===== src/rtl/icache_fill_if.sv =====
// icache_fill_if: fetch-side and memory-side signals of the I-cache fill engine.
// Optional port crit_word_valid exists only when ICACHE_CRITICAL_WORD_FIRST_EN is defined.
interface icache_fill_if;
  logic [15:0] pc_addr;
  logic        miss_detected;
  logic        fill_busy;
  logic        mem_en;
  logic [15:0] mem_addr;
  logic [15:0] mem_data_in;
  logic        mem_data_valid;
  logic        cache_data_we;
  logic [2:0]  cache_word_idx;
  logic [15:0] cache_write_data;
  logic        cache_tag_we;
  logic        fill_done;
`ifdef ICACHE_CRITICAL_WORD_FIRST_EN
  logic        crit_word_valid;
`endif

  // Fill engine side: sees the fetch address and memory responses.
  modport slave (
    input  pc_addr, miss_detected, mem_data_in, mem_data_valid,
    output fill_busy, mem_en, mem_addr, cache_data_we, cache_word_idx,
           cache_write_data, cache_tag_we, fill_done
`ifdef ICACHE_CRITICAL_WORD_FIRST_EN
    , output crit_word_valid
`endif
  );

  // Pipeline / memory side.
  modport master (
    output pc_addr, miss_detected, mem_data_in, mem_data_valid,
    input  fill_busy, mem_en, mem_addr, cache_data_we, cache_word_idx,
           cache_write_data, cache_tag_we, fill_done
`ifdef ICACHE_CRITICAL_WORD_FIRST_EN
    , input crit_word_valid
`endif
  );
endinterface


===== src/rtl/icache_fill_fsm.sv =====
// icache_fill_fsm: on an I-cache miss, reads the 8-word block from main memory,
// writes each word into the data array and the tag with the last word.
// Optional feature macro: ICACHE_CRITICAL_WORD_FIRST_EN (wrap-around fill starting
// at the missed word, plus crit_word_valid pulse on the first response).
module icache_fill_fsm (
  input  logic         clk,
  input  logic         rst_n,
  icache_fill_if.slave bus
);
  localparam int unsigned WORDS_PER_BLOCK = 8;
  localparam logic [3:0]  ALL_WORDS       = 4'(WORDS_PER_BLOCK);
  localparam logic [3:0]  LAST_WORD       = 4'(WORDS_PER_BLOCK - 1);

  typedef enum logic [1:0] {IDLE, FILL, DONE} state_e;

  state_e      state_q, state_d;
  logic [3:0]  req_cnt_q, req_cnt_d;
  logic [3:0]  rcv_cnt_q, rcv_cnt_d;
  logic [15:4] base_q, base_d;   // block base; low nibble is always zero
  logic [2:0]  start_w;          // first word of the fill order

`ifdef ICACHE_CRITICAL_WORD_FIRST_EN
  logic [2:0] start_q, start_d;
  logic       unused_pc_bit;
  assign start_w       = start_q;
  assign unused_pc_bit = bus.pc_addr[0];
`else
  logic unused_pc_bits;
  assign start_w        = 3'd0;
  assign unused_pc_bits = ^bus.pc_addr[3:0];
`endif

  logic        fill_busy, mem_en, data_we, tag_we, fill_done, crit;
  logic [15:0] mem_addr;
  logic [2:0]  word_idx;
  logic [2:0]  req_word;
  logic        rsp_accept;

  assign req_word   = start_w + req_cnt_q[2:0];
  assign rsp_accept = bus.mem_data_valid && (rcv_cnt_q < ALL_WORDS);

  // State register with synchronous active-low reset.
  // NOTE: sequential state uses non-blocking assignments so every flop samples pre-edge values.
  always_ff @(posedge clk) begin
    if (!rst_n) begin
      state_q   <= IDLE;
      req_cnt_q <= '0;
      rcv_cnt_q <= '0;
      base_q    <= '0;
`ifdef ICACHE_CRITICAL_WORD_FIRST_EN
      start_q   <= '0;
`endif
    end else begin
      state_q   <= state_d;
      req_cnt_q <= req_cnt_d;
      rcv_cnt_q <= rcv_cnt_d;
      base_q    <= base_d;
`ifdef ICACHE_CRITICAL_WORD_FIRST_EN
      start_q   <= start_d;
`endif
    end
  end

  // Next-state and counter update.
  // NOTE: every comb output gets a default first so no latch is inferred.
  always_comb begin
    state_d   = state_q;
    req_cnt_d = req_cnt_q;
    rcv_cnt_d = rcv_cnt_q;
    base_d    = base_q;
`ifdef ICACHE_CRITICAL_WORD_FIRST_EN
    start_d   = start_q;
`endif
    unique case (state_q)
      IDLE: begin
        if (bus.miss_detected) begin
          state_d   = FILL;
          base_d    = bus.pc_addr[15:4];
          req_cnt_d = '0;
          rcv_cnt_d = '0;
`ifdef ICACHE_CRITICAL_WORD_FIRST_EN
          start_d   = bus.pc_addr[3:1];
`endif
        end
      end
      FILL: begin
        if (req_cnt_q < ALL_WORDS) req_cnt_d = req_cnt_q + 4'd1;
        if (rsp_accept) begin
          rcv_cnt_d = rcv_cnt_q + 4'd1;
          if (rcv_cnt_q == LAST_WORD) state_d = DONE;
        end
      end
      DONE:    state_d = IDLE;
      default: state_d = IDLE;
    endcase
  end

  // Output decode; everything is forced low while reset is asserted.
  always_comb begin
    fill_busy = 1'b0;
    mem_en    = 1'b0;
    mem_addr  = '0;
    data_we   = 1'b0;
    word_idx  = '0;
    tag_we    = 1'b0;
    fill_done = 1'b0;
    crit      = 1'b0;
    unique case (state_q)
      IDLE: fill_busy = bus.miss_detected;
      FILL: begin
        fill_busy = 1'b1;
        if (req_cnt_q < ALL_WORDS) begin
          mem_en   = 1'b1;
          // Block is 16-byte aligned, so the word offset never carries into the tag.
          mem_addr = {base_q, req_word, 1'b0};
        end
        if (rsp_accept) begin
          data_we  = 1'b1;
          word_idx = start_w + rcv_cnt_q[2:0];
          tag_we   = (rcv_cnt_q == LAST_WORD);
          crit     = (rcv_cnt_q == 4'd0);
        end
      end
      DONE: begin
        fill_busy = 1'b1;
        fill_done = 1'b1;
      end
      default: fill_busy = 1'b0;
    endcase
    if (!rst_n) begin
      fill_busy = 1'b0;
      mem_en    = 1'b0;
      mem_addr  = '0;
      data_we   = 1'b0;
      word_idx  = '0;
      tag_we    = 1'b0;
      fill_done = 1'b0;
      crit      = 1'b0;
    end
  end

  assign bus.fill_busy        = fill_busy;
  assign bus.mem_en           = mem_en;
  assign bus.mem_addr         = mem_addr;
  assign bus.cache_data_we    = data_we;
  assign bus.cache_word_idx   = word_idx;
  assign bus.cache_write_data = bus.mem_data_in;
  assign bus.cache_tag_we     = tag_we;
  assign bus.fill_done        = fill_done;
`ifdef ICACHE_CRITICAL_WORD_FIRST_EN
  assign bus.crit_word_valid  = crit;
`else
  logic unused_crit;
  assign unused_crit = crit;
`endif
endmodule


===== src/flat_wrapper.sv =====
// flat-port wrapper written by rule: the top's interface ports become plain ports
module icache_fill_fsm_flat 
  (clk, rst_n, bus_pc_addr, bus_miss_detected, bus_mem_data_in, bus_mem_data_valid, bus_fill_busy, bus_mem_en, bus_mem_addr, bus_cache_data_we, bus_cache_word_idx, bus_cache_write_data, bus_cache_tag_we, bus_fill_done);
  icache_fill_if bus_i ();
  input  logic clk;
  input  logic rst_n;
  input wire logic [$bits(bus_i.pc_addr)-1:0] bus_pc_addr;
  input wire logic [$bits(bus_i.miss_detected)-1:0] bus_miss_detected;
  input wire logic [$bits(bus_i.mem_data_in)-1:0] bus_mem_data_in;
  input wire logic [$bits(bus_i.mem_data_valid)-1:0] bus_mem_data_valid;
  output wire logic [$bits(bus_i.fill_busy)-1:0] bus_fill_busy;
  output wire logic [$bits(bus_i.mem_en)-1:0] bus_mem_en;
  output wire logic [$bits(bus_i.mem_addr)-1:0] bus_mem_addr;
  output wire logic [$bits(bus_i.cache_data_we)-1:0] bus_cache_data_we;
  output wire logic [$bits(bus_i.cache_word_idx)-1:0] bus_cache_word_idx;
  output wire logic [$bits(bus_i.cache_write_data)-1:0] bus_cache_write_data;
  output wire logic [$bits(bus_i.cache_tag_we)-1:0] bus_cache_tag_we;
  output wire logic [$bits(bus_i.fill_done)-1:0] bus_fill_done;
  assign bus_i.pc_addr = bus_pc_addr;
  assign bus_i.miss_detected = bus_miss_detected;
  assign bus_i.mem_data_in = bus_mem_data_in;
  assign bus_i.mem_data_valid = bus_mem_data_valid;
  assign bus_fill_busy = bus_i.fill_busy;
  assign bus_mem_en = bus_i.mem_en;
  assign bus_mem_addr = bus_i.mem_addr;
  assign bus_cache_data_we = bus_i.cache_data_we;
  assign bus_cache_word_idx = bus_i.cache_word_idx;
  assign bus_cache_write_data = bus_i.cache_write_data;
  assign bus_cache_tag_we = bus_i.cache_tag_we;
  assign bus_fill_done = bus_i.fill_done;
  icache_fill_fsm u_core (.clk(clk), .rst_n(rst_n), .bus(bus_i));
endmodule

===== config.mk =====
export PLATFORM = sky130hd
export DESIGN_NAME = icache_fill_fsm_flat
export DESIGN_NICKNAME = d
export VERILOG_FILES = /design/src/rtl/icache_fill_if.sv /design/src/rtl/icache_fill_fsm.sv /design/src/flat_wrapper.sv
export SDC_FILE = /design/constraint.sdc
export NUM_CORES = 1
export LEC_CHECK = 0
export CORE_MARGIN = 10
export CORE_UTILIZATION = 39
export CTS_CLUSTER_DIAMETER = 40
export DETAILED_ROUTE_END_ITERATION = 12
export PLACE_DENSITY = 0.87
export SYNTH_ARGS = -nofsm -noshare
export SYNTH_HDL_FRONTEND = slang
export SYNTH_SLANG_ARGS = --single-unit

===== constraint.sdc =====
create_clock -name clk -period 1.9 [get_ports clk]
set_clock_uncertainty 0.1 [all_clocks]
set_input_delay 0.38 -clock clk [delete_from_list [all_inputs] [get_ports clk]]
set_output_delay 0.38 -clock clk [all_outputs]
set_load 0.01 [all_outputs]

---- After elaboration in Yosys (flattened, before gate mapping) ----
Index checks and enable logic that the tools add are counted.
operators by class
  equality and inequality tests ........... 7
  mux-type cells .......................... 28
  add/subtract/negate cells ............... 2
  reductions and logical operators ........ 8
  magnitude comparators ................... 2
operator list
  cell                                                                      count
  16-bit 2-to-1 mux                                                         3
  4-bit one-hot mux with 2 select lines                                     2
  1-bit 2-to-1 mux                                                          12
  4-bit 2-to-1 mux                                                          3
  3-bit 2-to-1 mux                                                          3
  3-bit AND reduction                                                       3
  4-bit by 1-bit adder with 4-bit output (second input constant)            2
  4-bit < comparator (second input constant)                                2
  2-bit 2-to-1 mux                                                          3
  2-bit by 1-bit inequality test with 1-bit output (second input constant)  3
  4-bit by 3-bit equality test with 1-bit output (second input constant)    1
  2-bit one-hot mux with 2 select lines                                     1
  2-bit by 1-bit equality test with 1-bit output (second input constant)    1
  2-bit equality test (second input constant)                               1
  2-bit logical NOT                                                         1
  2-bit inequality test (second input constant)                             1
  1-bit one-hot mux with 2 select lines                                     1
  2-bit AND reduction                                                       1
  2-bit nonzero test                                                        1
  2-bit OR reduction                                                        1
  1-bit logical AND                                                         1
storage, ports and cells
  register bits after elaboration ......... 22
  bits of input ports ..................... 36
  logic and storage cells ................. 51
  output and inout bits ................... 40

---- Logic depth before layout (Yosys ltp) ----
  depth in word-level cells ............... 5
  mapped depth ............................ 7
  gate-level depth less buffers ........... 6

---- Worst setup path before layout ----
Ideal clock, no wire load.
  kind .................................... register to output
  from .................................... register u_core.state_q[1]
  to ...................................... output bus_mem_addr[10]
  stages on the path, launching flop included .. 8
  arrival ................................. 1.337 ns
  path buffers ............................ 2
  path slack .............................. 0.083 ns
  data required time ...................... 1.420 ns
  cells stage by stage .................... dfxtp_1 inv_1 ha_1 clkbuf_2 nand2_1 nor2_2 buf_2 and2_1
between the ends
  word-level cells in the longest chain between the ends .. 3
RTL lines
  item                                            RTL line                source
  start: declaration                              icache_fill_fsm.sv:16   state_e state_q, state_d;
  start signal: assignment                        icache_fill_fsm.sv:54   state_q <= state_d;
  2-bit by 1-bit equality test with 1-bit output  icache_fill_fsm.sv:108  unique case (state_q)
  16-bit 2-to-1 mux                               icache_fill_fsm.sv:108
  16-bit 2-to-1 mux                               icache_fill_fsm.sv:130  if (!rst_n) begin
  end: declaration                                flat_wrapper.sv:13      output wire logic [$bits(bus_i.mem_addr)-1:0] bus_mem_addr;
No other way between the ends.

---- Worst setup path in the final report ----
  from .................................... register u_core.state_q[1]
  to ...................................... output bus_mem_addr[13]
The elaborated chain is that of the path after synthesis.

==> results.md <==
- Final worst slack: -0.0901 ns
- Clock Pin Slew Worst Setup and Hold Paths: 0.13 ns
- Routed Antenna Nets: 0
- Initial core utilization: 40.9%
- Outcome: complete, but fails checks
- Port bufs: 38
- EDFF count, synth: 0
- Final critical-path share of the clock period: 105%
- Residual DRC: 0
- RSZ-0062 raised after global routing: true
- Syn. warnings: 0
- Leakage power: between 0.8 and 0.9 nW
- Crit-path max cell delay: around 0.35 ns
- Post-synthesis sequential area ratio: a little under a third
- Vias per Instance: between 4 and 5
- Dpl ws: -0.511 ns
- Post-synth ARST share: 0%
- # setup viols final: 15
- Via count: between 1k and 1.5k
- Fillers: 281
- Initial antenna violation count: 0
- Total design power: a little under 2 mW
- Synth unique cells: 40
- Synth top cells by count: nand2_1, dfxtp_1, and2_1
- DPL Wire Length: 2470 um
- CTS tree: built
- Total gr overflow: 0
- DR iter-0 viols: 66
- Worst Hold Launch: u_core.base_q[15]$_SDFFE_PN0P_
- Die area: roughly 0.0063 mm2
- Drt wl/cell: about 14 um
- WP data arrival: roughly 1.5 ns
- MaxCap Viol Count: 0
- Die height: about 80 um
- CP cell instances: inv_2, ha_4, nand2_4, nor2_4, clkbuf_16, and2_4, buf_6
- Post-synth top area share: 31.8%
- Failing checks: setup timing
- # clock sinks: 22
- Clock buffer depth: 2
- Area Overhead vs Synth: 43.1%
- Drt first pass iters: 4
- Area leader, netlist: dfxtp_1
- Clock insertion delay at the later pin of the skew report: 0.31 ns
- CP max stage cell: dfxtp_2
- Fin nets: 252
- Root Driver: clkbuf_4
- Hold Buf Count CTS: 0
- Core Box Area: between 0.003 and 0.004 mm2
- Largest net degree at the start of global routing: 20
- Vias in the first global route: around 1.2k
- Row count: 21
- H-tree depth: 1
- Register bit total from synthesis: 22
- CTS Buf Count: 3
- R2R setup slack: around 0.13 ns
- Final wirelength: 3510 um
- Hold Crit Class: register to register
- RR Startpoint: u_core.state_q[1]$_SDFFE_PN0P_
- Layout cells sized above 1: roughly 40%
- CP Class: register to output pin
- Ant. Diodes: 0
- Slew Limit Fails: 0
- Critical Path Start: u_core.state_q[1]$_SDFFE_PN0P_
- Dominant cells by area after synthesis: dfxtp_1, buf_4, and2_1, nand2_1, ha_1
- Fin crit period: approximately 2 ns
- Largest fanout on the critical path: 8
- P per Cell Area: around 990 mW/mm2
- First-pass GRT wire length: 5980 um
- Most frequent cell after synthesis: nand2_1
- FF+latch area: about 450 um2
- Startpoint types: register
- Area occupied by multi-input gates: roughly 850 um2
- Gpl congestion: 0.838
- Mapped Cells: about 170
- I/O pins: 76
- Chip width: between 70 and 80 um
- Critical Path RT: around 1.4 ns
- GRT Resource Usage Total: between 10% and 20%
- Final Hold Vio Count: 0
- CP endpoint kind: output pin
- Max VDD drop: 0.000544 V
- Synth Net Count: roughly 210
- Top_reg_cell synth: dfxtp_1
- Synthesized area: roughly 0.0014 mm2
- Avg Cell Area, Syn: about 8.3 um2
- Fmax achieved: 502 MHz
## registers in the layout, summed over array words and instances (netlist names)
register,cells
u_core.base_q,12
u_core.req_cnt_q,4
u_core.rcv_cnt_q,4
u_core.state_q,2
## layout make-up
cell class	instances	area share, %
flip-flops and latches	22	22.4
inverters	4	0.757
repair buffers	61	28.2
multi-input cells	116	43.1
clock inverters	1	1.51
well taps	46	2.90
clock buffers	3	1.13
## logic make-up (layout without fill, tap and decap cells)
family                     after synthesis  in the layout  synth area share [%]
AOI/OAI and AO/OA                       29             29                  17.3
xor gates and xnor gates                 2              2                  1.26
adders and majority gates                8              8                  7.22
buffers and inverters                   29             69                  13.4
DFF                                     22             22                  31.8
other                                    1              1                 0.270
and+or+nand+nor                         76             76                  28.8
## through the flow
stage                     cells  setup TNS [ns]  utilization [%]  hold WS, ns  instance area [um2]
after floorplan             167               0                -        0.332                 1390
after global placement      246          -10.37             53.6        0.343                 1820
after detailed placement    246          -10.57             53.6        0.347                 1820
after CTS                   253           -2.24             57.8        0.370                 1960
after global routing        253           -2.10             58.5        0.391                 1980
final                       253          -0.998             58.5        0.367                 1980
## path summary, 6_finish.rpt
check                                          end  cells after the start
setup / recovery                  bus_mem_addr[13]                      7
hold / removal      u_core.base_q[15]$_SDFFE_PN0P_                      2
setup reg to reg  u_core.req_cnt_q[2]$_SDFFE_PN0P_                      8
hold reg to reg     u_core.base_q[15]$_SDFFE_PN0P_                      2
## layout by cell type, fill, tap and decap left out, types with 2 or more instances in the layout
| master | instances |
|---|---|
| nand2_1 | 29 |
| buf_4 | 21 |
| dfxtp_1 | 20 |
| buf_6 | 15 |
| and2_4 | 14 |
| clkdlybuf4s50_1 | 13 |
| a21boi_0 | 10 |
| nor2_1 | 7 |
| buf_2 | 7 |
| and2_1 | 6 |
| a21oi_1 | 6 |
| nand3_1 | 5 |
| ha_1 | 5 |
| clkbuf_4 | 3 |
| nor2_4 | 2 |
| inv_2 | 2 |
| inv_1 | 2 |
| a211oi_2 | 2 |
| xnor2_1 | 2 |
| nand3b_1 | 2 |
| ha_4 | 2 |
| dlygate4sd2_1 | 2 |
## report_power, final
part | internal [mW] | leakage, nW | switching, mW
Sequential | 0.538 | 0.181 | 0.0550
Clock | 0.213 | 0.0279 | 0.148
Combinational | 0.514 | 0.652 | 0.498
Total | 1.27 | 0.861 | 0.701
## what timing repair did
item                                    4_1_cts  5_1_grt
setup buffers                                 2        1
endpoints found under the setup margin       23       27
resized for setup                           129       13
pin swaps                                    18        4
gates cloned                                  1        0
## layer usage
| metal | GRT usage [%] | wire length (um) | vias to the layer above |
|---|---|---|---|
| met5 | 0 | 0 | - |
| met4 | 1.25 | 31 | 0 |
| met3 | 3.49 | 239 | 4 |
| met2 | 20.6 | 1690 | 38 |
| met1 | 13.2 | 1550 | 539 |
| li1 | - | - | 616 |
## critical path, delay by kind of cell (launching register included)
family / cells / cell delay [ns]
AND/OR/NAND/NOR: 3 / 0.36
flip-flops: 1 / 0.35
buffers and inverters: 3 / 0.34
adder cells (fa/ha/maj): 1 / 0.14
(Power assumes the default switching activity.)
